[src/rtl/perceptron_trainer.sv]
// Perceptron trainer: threshold activation on the upstream weighted sum, plus the
// perceptron learning rule applied one weight per cycle on a training miss.
// Owns the weight bank that feeds back into the weighted-sum block.
module perceptron_trainer #(
  parameter int unsigned        N          = 8,
  parameter logic signed [31:0] THRESHOLD  = 32'sd0,
  parameter logic signed [31:0] LEARN_RATE = 32'sd1,
  parameter int unsigned        CNT_W      = 16,
  localparam int unsigned       IdxW       = (N > 1) ? $clog2(N) : 1
) (
  input  logic              clk,
  input  logic              rst,
  input  logic              sum_valid,
  output logic              sum_ready,
  input  logic [31:0]       sum,
  input  logic [N-1:0]      x,
  input  logic              target,
  input  logic              train_en,
  output logic              y,
  output logic              y_valid,
  output logic              miss,
  output logic [32*N-1:0]   w,
  input  logic              w_load,
  input  logic [IdxW-1:0]   w_load_idx,
  input  logic [31:0]       w_load_data,
  output logic [CNT_W-1:0]  err_count,
  output logic [CNT_W-1:0]  drop_count
);

  typedef enum logic [1:0] {StIdle, StClassify, StUpdate} state_e;

  state_e           state_q;
  logic [N-1:0]     x_q;
  logic             target_q;
  logic             train_q;
  logic             y_q;
  logic             miss_q;
  logic             y_valid_q;
  logic [IdxW-1:0]  idx_q;
  logic [CNT_W-1:0] err_q;
  logic [CNT_W-1:0] drop_q;
  logic [31:0]      w_q [N];

  logic             hit;
  logic [31:0]      w_cur;
  logic [32:0]      step;
  logic [32:0]      w_sum;
  logic [31:0]      w_new;

  assign hit = $signed(sum) > THRESHOLD;

  // Learning-rule step for the weight at idx_q; 33-bit signed with saturation, never wraps.
  always_comb begin
    w_cur = w_q[idx_q];
    step  = {LEARN_RATE[31], LEARN_RATE};
    if (target_q) begin
      w_sum = {w_cur[31], w_cur} + step;
    end else begin
      w_sum = {w_cur[31], w_cur} - step;
    end
    if (w_sum[32] != w_sum[31]) begin
      w_new = w_sum[32] ? 32'h8000_0000 : 32'h7FFF_FFFF;
    end else begin
      w_new = w_sum[31:0];
    end
  end

  // Control FSM with registered outputs, counters and the weight bank.
  always_ff @(posedge clk) begin
    if (rst) begin
      state_q   <= StIdle;
      x_q       <= '0;
      target_q  <= 1'b0;
      train_q   <= 1'b0;
      y_q       <= 1'b0;
      miss_q    <= 1'b0;
      y_valid_q <= 1'b0;
      idx_q     <= '0;
      err_q     <= '0;
      drop_q    <= '0;
      for (int i = 0; i < int'(N); i++) begin
        w_q[i] <= '0;
      end
    end else begin
      y_valid_q <= 1'b0;
      // Samples offered while busy are discarded and counted.
      if (sum_valid && (state_q != StIdle) && (drop_q != '1)) begin
        drop_q <= drop_q + 1'b1;
      end
      unique case (state_q)
        StIdle: begin
          if (w_load && (32'(w_load_idx) < N)) begin
            w_q[w_load_idx] <= w_load_data;
          end
          if (sum_valid) begin
            x_q       <= x;
            target_q  <= target;
            train_q   <= train_en;
            y_q       <= hit;
            miss_q    <= (hit != target);
            y_valid_q <= 1'b1;
            if ((hit != target) && (err_q != '1)) begin
              err_q <= err_q + 1'b1;
            end
            state_q <= StClassify;
          end
        end
        StClassify: begin
          idx_q <= '0;
          if (miss_q && train_q) begin
            state_q <= StUpdate;
          end else begin
            state_q <= StIdle;
          end
        end
        StUpdate: begin
          if (x_q[idx_q]) begin
            w_q[idx_q] <= w_new;
          end
          if (idx_q == IdxW'(N - 1)) begin
            idx_q   <= '0;
            state_q <= StIdle;
          end else begin
            idx_q <= idx_q + 1'b1;
          end
        end
        default: state_q <= StIdle;
      endcase
    end
  end

  for (genvar gi = 0; gi < int'(N); gi++) begin : g_wbus
    assign w[32*gi +: 32] = w_q[gi];
  end

  assign sum_ready  = (state_q == StIdle);
  assign y          = y_q;
  assign y_valid    = y_valid_q;
  assign miss       = miss_q;
  assign err_count  = err_q;
  assign drop_count = drop_q;

endmodule
[config.mk]
export PLATFORM = sky130hd
export DESIGN_NAME = perceptron_trainer
export DESIGN_NICKNAME = d
export VERILOG_FILES = /design/src/rtl/perceptron_trainer.sv
export SDC_FILE = /design/constraint.sdc
export NUM_CORES = 1
export LEC_CHECK = 0
export ABC_AREA = 1
export BUFFER_PORTS_ARGS = -buffer_cell sky130_fd_sc_hd__buf_4
export CAP_MARGIN = 25
export CORE_UTILIZATION = 50
export DETAILED_ROUTE_END_ITERATION = 16
export GPL_TIMING_DRIVEN = 0
export PLACE_DENSITY = 0.85
export RECOVER_POWER = 25
export SLEW_MARGIN = 30
export SYNTH_ARGS = -nofsm -noshare
export SYNTH_HDL_FRONTEND = slang
export SYNTH_SLANG_ARGS = --single-unit
[constraint.sdc]
create_clock -name clk -period 4.6 [get_ports clk]
set_input_delay 0.69 -clock clk [delete_from_list [all_inputs] [get_ports clk]]
set_output_delay 0.69 -clock clk [all_outputs]
set_load 0.005 [all_outputs]
After elaboration in Yosys (flattened, before gate mapping)
Memory sizes are Yosys's and may differ from the RTL's. A register that Yosys moved wholly into a read port is not among the register bits. Index checks and enable logic that the tools add are counted.

Add/subtract/negate cells: 5. Bitwise gates (word level): 1. Eq/ne operators: 9. Muxes and demuxes: 30. Div/mod/pow operators: 0. $lt $le $gt $ge: 2. Shift-type cells: 0. Reduce and logical (&&, ||, !) cells: 13. $mul: 0.

Operators by type and width (number): 32-bit 2-to-1 mux (4); 32-bit OR reduction (2); 32-bit by 2-bit adder with 33-bit output (second input constant) (1); 33-bit 2-to-1 mux (1); 32-bit by 2-bit subtractor with 33-bit output (second input constant) (1); 16-bit by 1-bit adder with 16-bit output (second input constant) (2); 32-bit by 1-bit > comparator with 1-bit output (second input constant) (1); 16-bit != test (second input constant) (2); 3-bit 2-to-1 mux (5); 1-bit 2-to-1 mux (14); 2-bit 2-to-1 mux (3); 2-bit case mux with 3 select lines (1); 3-bit case mux with 2 select lines (1); 1-bit logical AND (4); 3-bit by 4-bit < comparator with 1-bit output (second input constant) (1); 2-bit != test (second input constant) (2); 2-bit AND reduction (2); 2-bit nonzero test (2); 3-bit by 1-bit adder with 3-bit output (second input constant) (1); 1-bit binary-select mux with 3-bit select (1); 3-bit == test (second input constant) (1); 3-bit AND reduction (1); 2-bit by 1-bit == test with 1-bit output (second input constant) (1); 2-bit == test (second input constant) (1); 4 further kinds (5).

Output and inout bits: 292. Memories: 1. Latch bits: 0. Input port bits: 81. Memory bits (read-only): 0. Logic and storage cells: 71. RAM bits: 256. Flip-flop bits (word level): 50.

Memory list: w_q (words 8, bits a word 32, read ports 9, clocked after memory_dff 1, write ports 8, RTL line 42) `logic [31:0] w_q [N];`.

Depth between registers and ports, before layout
Word-level depth: 8. Gate-level depth with buffers: 27. Depth with buffers taken out: 24.

Least setup slack after synthesis
No wires, ideal clock.

Path kind: reg-to-reg. Start: register with a tool-made name. End: memory w_q[1][13] (data pin). Clock period less this slack: 3423 ps. Required time: 4335 ps. Cell stages (with the launch flop): 25. Setup slack: 1177 ps. Arrival: 3158 ps. Buffers on the path: 4. Setup time: 265 ps. Cell sequence: dfxtp_1 buf_4 clkbuf_1 clkbuf_1 nor2_1 o22ai_1 nor2_1 a31oi_1 fa_1 nand3_1 nand2_1 nand2_1 nand2_2 nand3_1 nand2_2 nand4_1 nand3_1 nand2_1 inv_1 nand3_4 buf_6 nand2_1 nand2_4 nand2_4 nor2_2.

RTL lines (RTL line): end, declared (42).

==> flow_metrics.env <==
export IMPL_status="complete, no violations"
export IMPL_drc=0
export IMPL_dp_hpwl_mm=45.26
export IMPL_drive_above_1_share=0.2522
export IMPL_rsz0062_at_grt="false"
export IMPL_period_minus_slack_ns=4.399
export IMPL_cp_end_kind="flop"
export IMPL_ys_warn_count=0
export IMPL_grt_overflow=0
export IMPL_p_per_area_nw_per_um2=364.1
export IMPL_die_area_um2=34150
export IMPL_ant_nets=0
export IMPL_track_usage=0.3569
export IMPL_met3WireLength_mm=7.933
export IMPL_cp_max_fo=10
export IMPL_syn_num_nets=1951
export IMPL_crit_type="flop to flop"
export IMPL_antenna_found_initial=0
export IMPL_dr_pass1_iters=6
export IMPL_clock_sinks=309
export IMPL_fp_dieW_um=184.8
export IMPL_setup_viol=0
export IMPL_synth_top_area_share=0.4601
export IMPL_max_freq_mhz=227.3
export IMPL_dpl_cell_area_um2=20220
export IMPL_clk_pin_slew_ns=0.06
export IMPL_ir_worst_vdd_mv=0.2296
export IMPL_vias=16290
export IMPL_grt_pass1_wl_mm=90.67
export IMPL_viasPerCell=6.009
export IMPL_p_sw_frac=0.3140
export IMPL_clkLatencyLatePin_ns=0.52
export IMPL_pre_cts_slack_ns=-0.3743
export IMPL_fin_crit_sh=0.9562
export IMPL_n_antenna_cell=0
export IMPL_wl_mm=61.85
export IMPL_start_util=0.5110
export IMPL_core_rowCount=66
export IMPL_hold_viol=0
export IMPL_synth_seq_cells=309
export IMPL_p_leak_uw=0.008496
export IMPL_seqPwrFrac=0.425
export IMPL_cts_made_buffers=34
export IMPL_p_sw_uw=2411
export IMPL_die_h_um=184.8
export IMPL_cts_htree_levels=2
export IMPL_cp_required_ns=4.83
export IMPL_seq_area_frac_synth=0.5235
export IMPL_synth_edf_count=256
export IMPL_wl_per_cell_um=22.82
export IMPL_hold_path_class="primary input to flop"
export IMPL_ios=373
export IMPL_arrival_ns=4.63
export IMPL_cts_root_buf="clkbuf_16"
export IMPL_io_buffers=371
export IMPL_coreArea_um2=32700
export IMPL_slew_headroom=0.4486
export IMPL_dp_cells=2650
export IMPL_area_growth_pct=26.21
export IMPL_cts_setup_buffers=0
export IMPL_grt_pass1_vias=15640
export IMPL_ys_types=49
export IMPL_cts_tree="built"
export IMPL_place_gp_congestion=0.9902
export IMPL_skew_ns=0.02132
export IMPL_drtIter0Drc=1936
export IMPL_netlist_area_um2=16710
export IMPL_synth_largest_area_cell="edfxtp_1"
export IMPL_grt_max_degree=34
export IMPL_met1_length_mm=21.86
export IMPL_slew_violations=0
export IMPL_syn_inst=1831
export IMPL_yosys_top_cells_area="edfxtp_1, nor2_1, dfxtp_1, o21ai_0, a21oi_1"
export IMPL_ys_flop_type="edfxtp_1"
export IMPL_cp_start_kind="flop"
export IMPL_clkPwrFrac=0.338
export IMPL_intPower_uw=5268
export IMPL_avgSynthCellArea_um2=9.126
export IMPL_tightestPinTransition_ns=0.8271
export IMPL_instances_no_fill=2710
export IMPL_synthArstFlopShare=0
export IMPL_nets=2363
export IMPL_fin_area_um2=21090
export IMPL_fin_ws_ns=0.2013
export IMPL_drv_cap=0
export IMPL_combPwrFrac=0.236
export IMPL_cts_buffer_depth=3
export IMPL_highest_layer="met4"
export IMPL_met2_length_mm=28.35
export IMPL_ctsHoldBuffers=0
-- area by class of cell --
type                       count  area, um2
multi-input combinational   1339       7198
sequential                   309       8748
timing repair buffer         377       2733
clock inverter                18      117.6
tap                          442      553.0
clock buffer                  43      915.9
buffer                        89      475.5
inverter                      93      349.1
fill                        2706      11610
-- Yosys cell counts, types with 4 or more instances --
library cell,count
a21oi_1,142
inv_1,87
nor3_1,21
buf_2,18
nor2_2,32
xnor2_1,8
nor4_1,12
nand3_4,11
nand3_1,33
nand2_4,35
o21ai_0,179
a31oi_1,44
nand4_1,9
nor2_1,445
nand2_2,17
inv_2,5
o21ai_4,10
a21o_1,5
buf_6,4
a21oi_2,8
xor2_1,22
nand3_2,5
dfxtp_1,53
o22ai_1,31
nand2_1,181
or2_2,21
o21bai_1,4
clkbuf_1,52
ha_1,38
o21a_1,4
edfxtp_1,256
buf_1,10
-- registers in the layout (all words and copies together), names as in the netlist, named ones only --
signal,count
w_q,256
target_q,1
state_q,2
err_count,16
y_valid,1
miss,1
idx_q,3
drop_count,16
y,1
train_q,1
x_q,8
-- routing by layer --
layer / global-route usage / vias up
li1: - / 7168
met1: 0.4463 / 7542
met2: 0.5717 / 1306
met3: 0.07845 / 269
met4: 0.2043 / 0
met5: 0 / -
-- per-stage QoR --
step	hold WS (ns)	util	TNS [ns]	power [uW]
6_report	0.4380	0.6449	0	7678
5_1_grt	0.4430	0.6449	0	7929
4_1_cts	0.4262	0.6501	0	7639
3_5_place_dp	0.4726	0.6183	-73.65	5105
3_3_place_gp	0.4653	0.6131	-56.27	5060
2_1_floorplan	0.4495	-	0	4437
-- what timing repair did --
item | in CTS | in global routing
endpoints found under the setup margin | 248 | 248
gates resized for setup | 7 | 29
pin swaps | 0 | 0
-- worst max-delay path, stage by stage (launching register included) --
cell	delay, ns
dfxtp_1	0.36
buf_4	0.22
clkbuf_4	0.28
clkbuf_4	0.30
nor2_1	0.07
o22ai_1	0.20
nor2_1	0.07
a31oi_1	0.32
ha_1	0.37
a21oi_1	0.24
inv_1	0.06
a31oi_1	0.27
o21ai_0	0.19
a31oi_2	0.25
nand3_1	0.14
nand3_2	0.13
nand2_4	0.08
inv_2	0.11
buf_6	0.18
nand2_2	0.10
nand2_4	0.11
nor2_1	0.06
-- kinds of logic after synthesis --
group,Yosys count,share of synthesized area
AND/OR/NAND/NOR,828,0.2314
AO/OA/AOI/OAI,440,0.1506
flip-flops,309,0.5235
buffers and inverters,183,0.04785
adder cells (fa/ha/maj),39,0.02965
XOR/XNOR,30,0.01572
multiplexers,2,0.001198
-- placed cells by master (no fill, tap or decap), types with 6 or more instances in the layout --
cell / count
edfxtp_1: 256
nor3_1: 21
nand3_4: 11
buf_1: 9
buf_2: 20
xor2_1: 22
clkinv_1: 11
clkbuf_2: 12
nor4_1: 12
dfxtp_1: 53
nand2_1: 173
nor2_2: 32
or2_2: 21
a31oi_1: 43
nor2_1: 445
buf_12: 6
nand3_1: 33
a21oi_2: 8
nand2_4: 37
o21ai_0: 179
o22ai_1: 31
clkbuf_16: 35
o21ai_4: 10
buf_4: 182
xnor2_1: 8
a21oi_1: 142
ha_1: 38
nand4_1: 9
clkbuf_4: 143
inv_1: 86
inv_2: 6
clkbuf_1: 94
nand2_2: 23
-- path summary, 6_finish.rpt --
| path | start | endpoint | slack (ns) | cells after the start |
|---|---|---|---|---|
| hold reg to reg | drop_count[15] | drop_count[15] | 0.48 | 2 |
| hold / removal | x[2] | x_q[2] | 0.44 | 3 |
| setup / recovery | flop | w_q[1][10] | 0.20 | 21 |
| setup reg to reg | flop | w_q[1][10] | 0.20 | 21 |
-- power by group through the flow --
| stage | Sequential, uW | Clock, uW | Combinational, uW |
|---|---|---|---|
| after detailed placement | 3320 | 0 | 1790 |
| final | 3270 | 2600 | 1810 |
| after global routing | 3270 | 2700 | 1960 |
| after floorplan | 3300 | 0 | 1140 |
| after global placement | 3320 | 0 | 1740 |
| after CTS | 3260 | 2580 | 1800 |
Note: power is estimated with default switching activity, not from simulation.
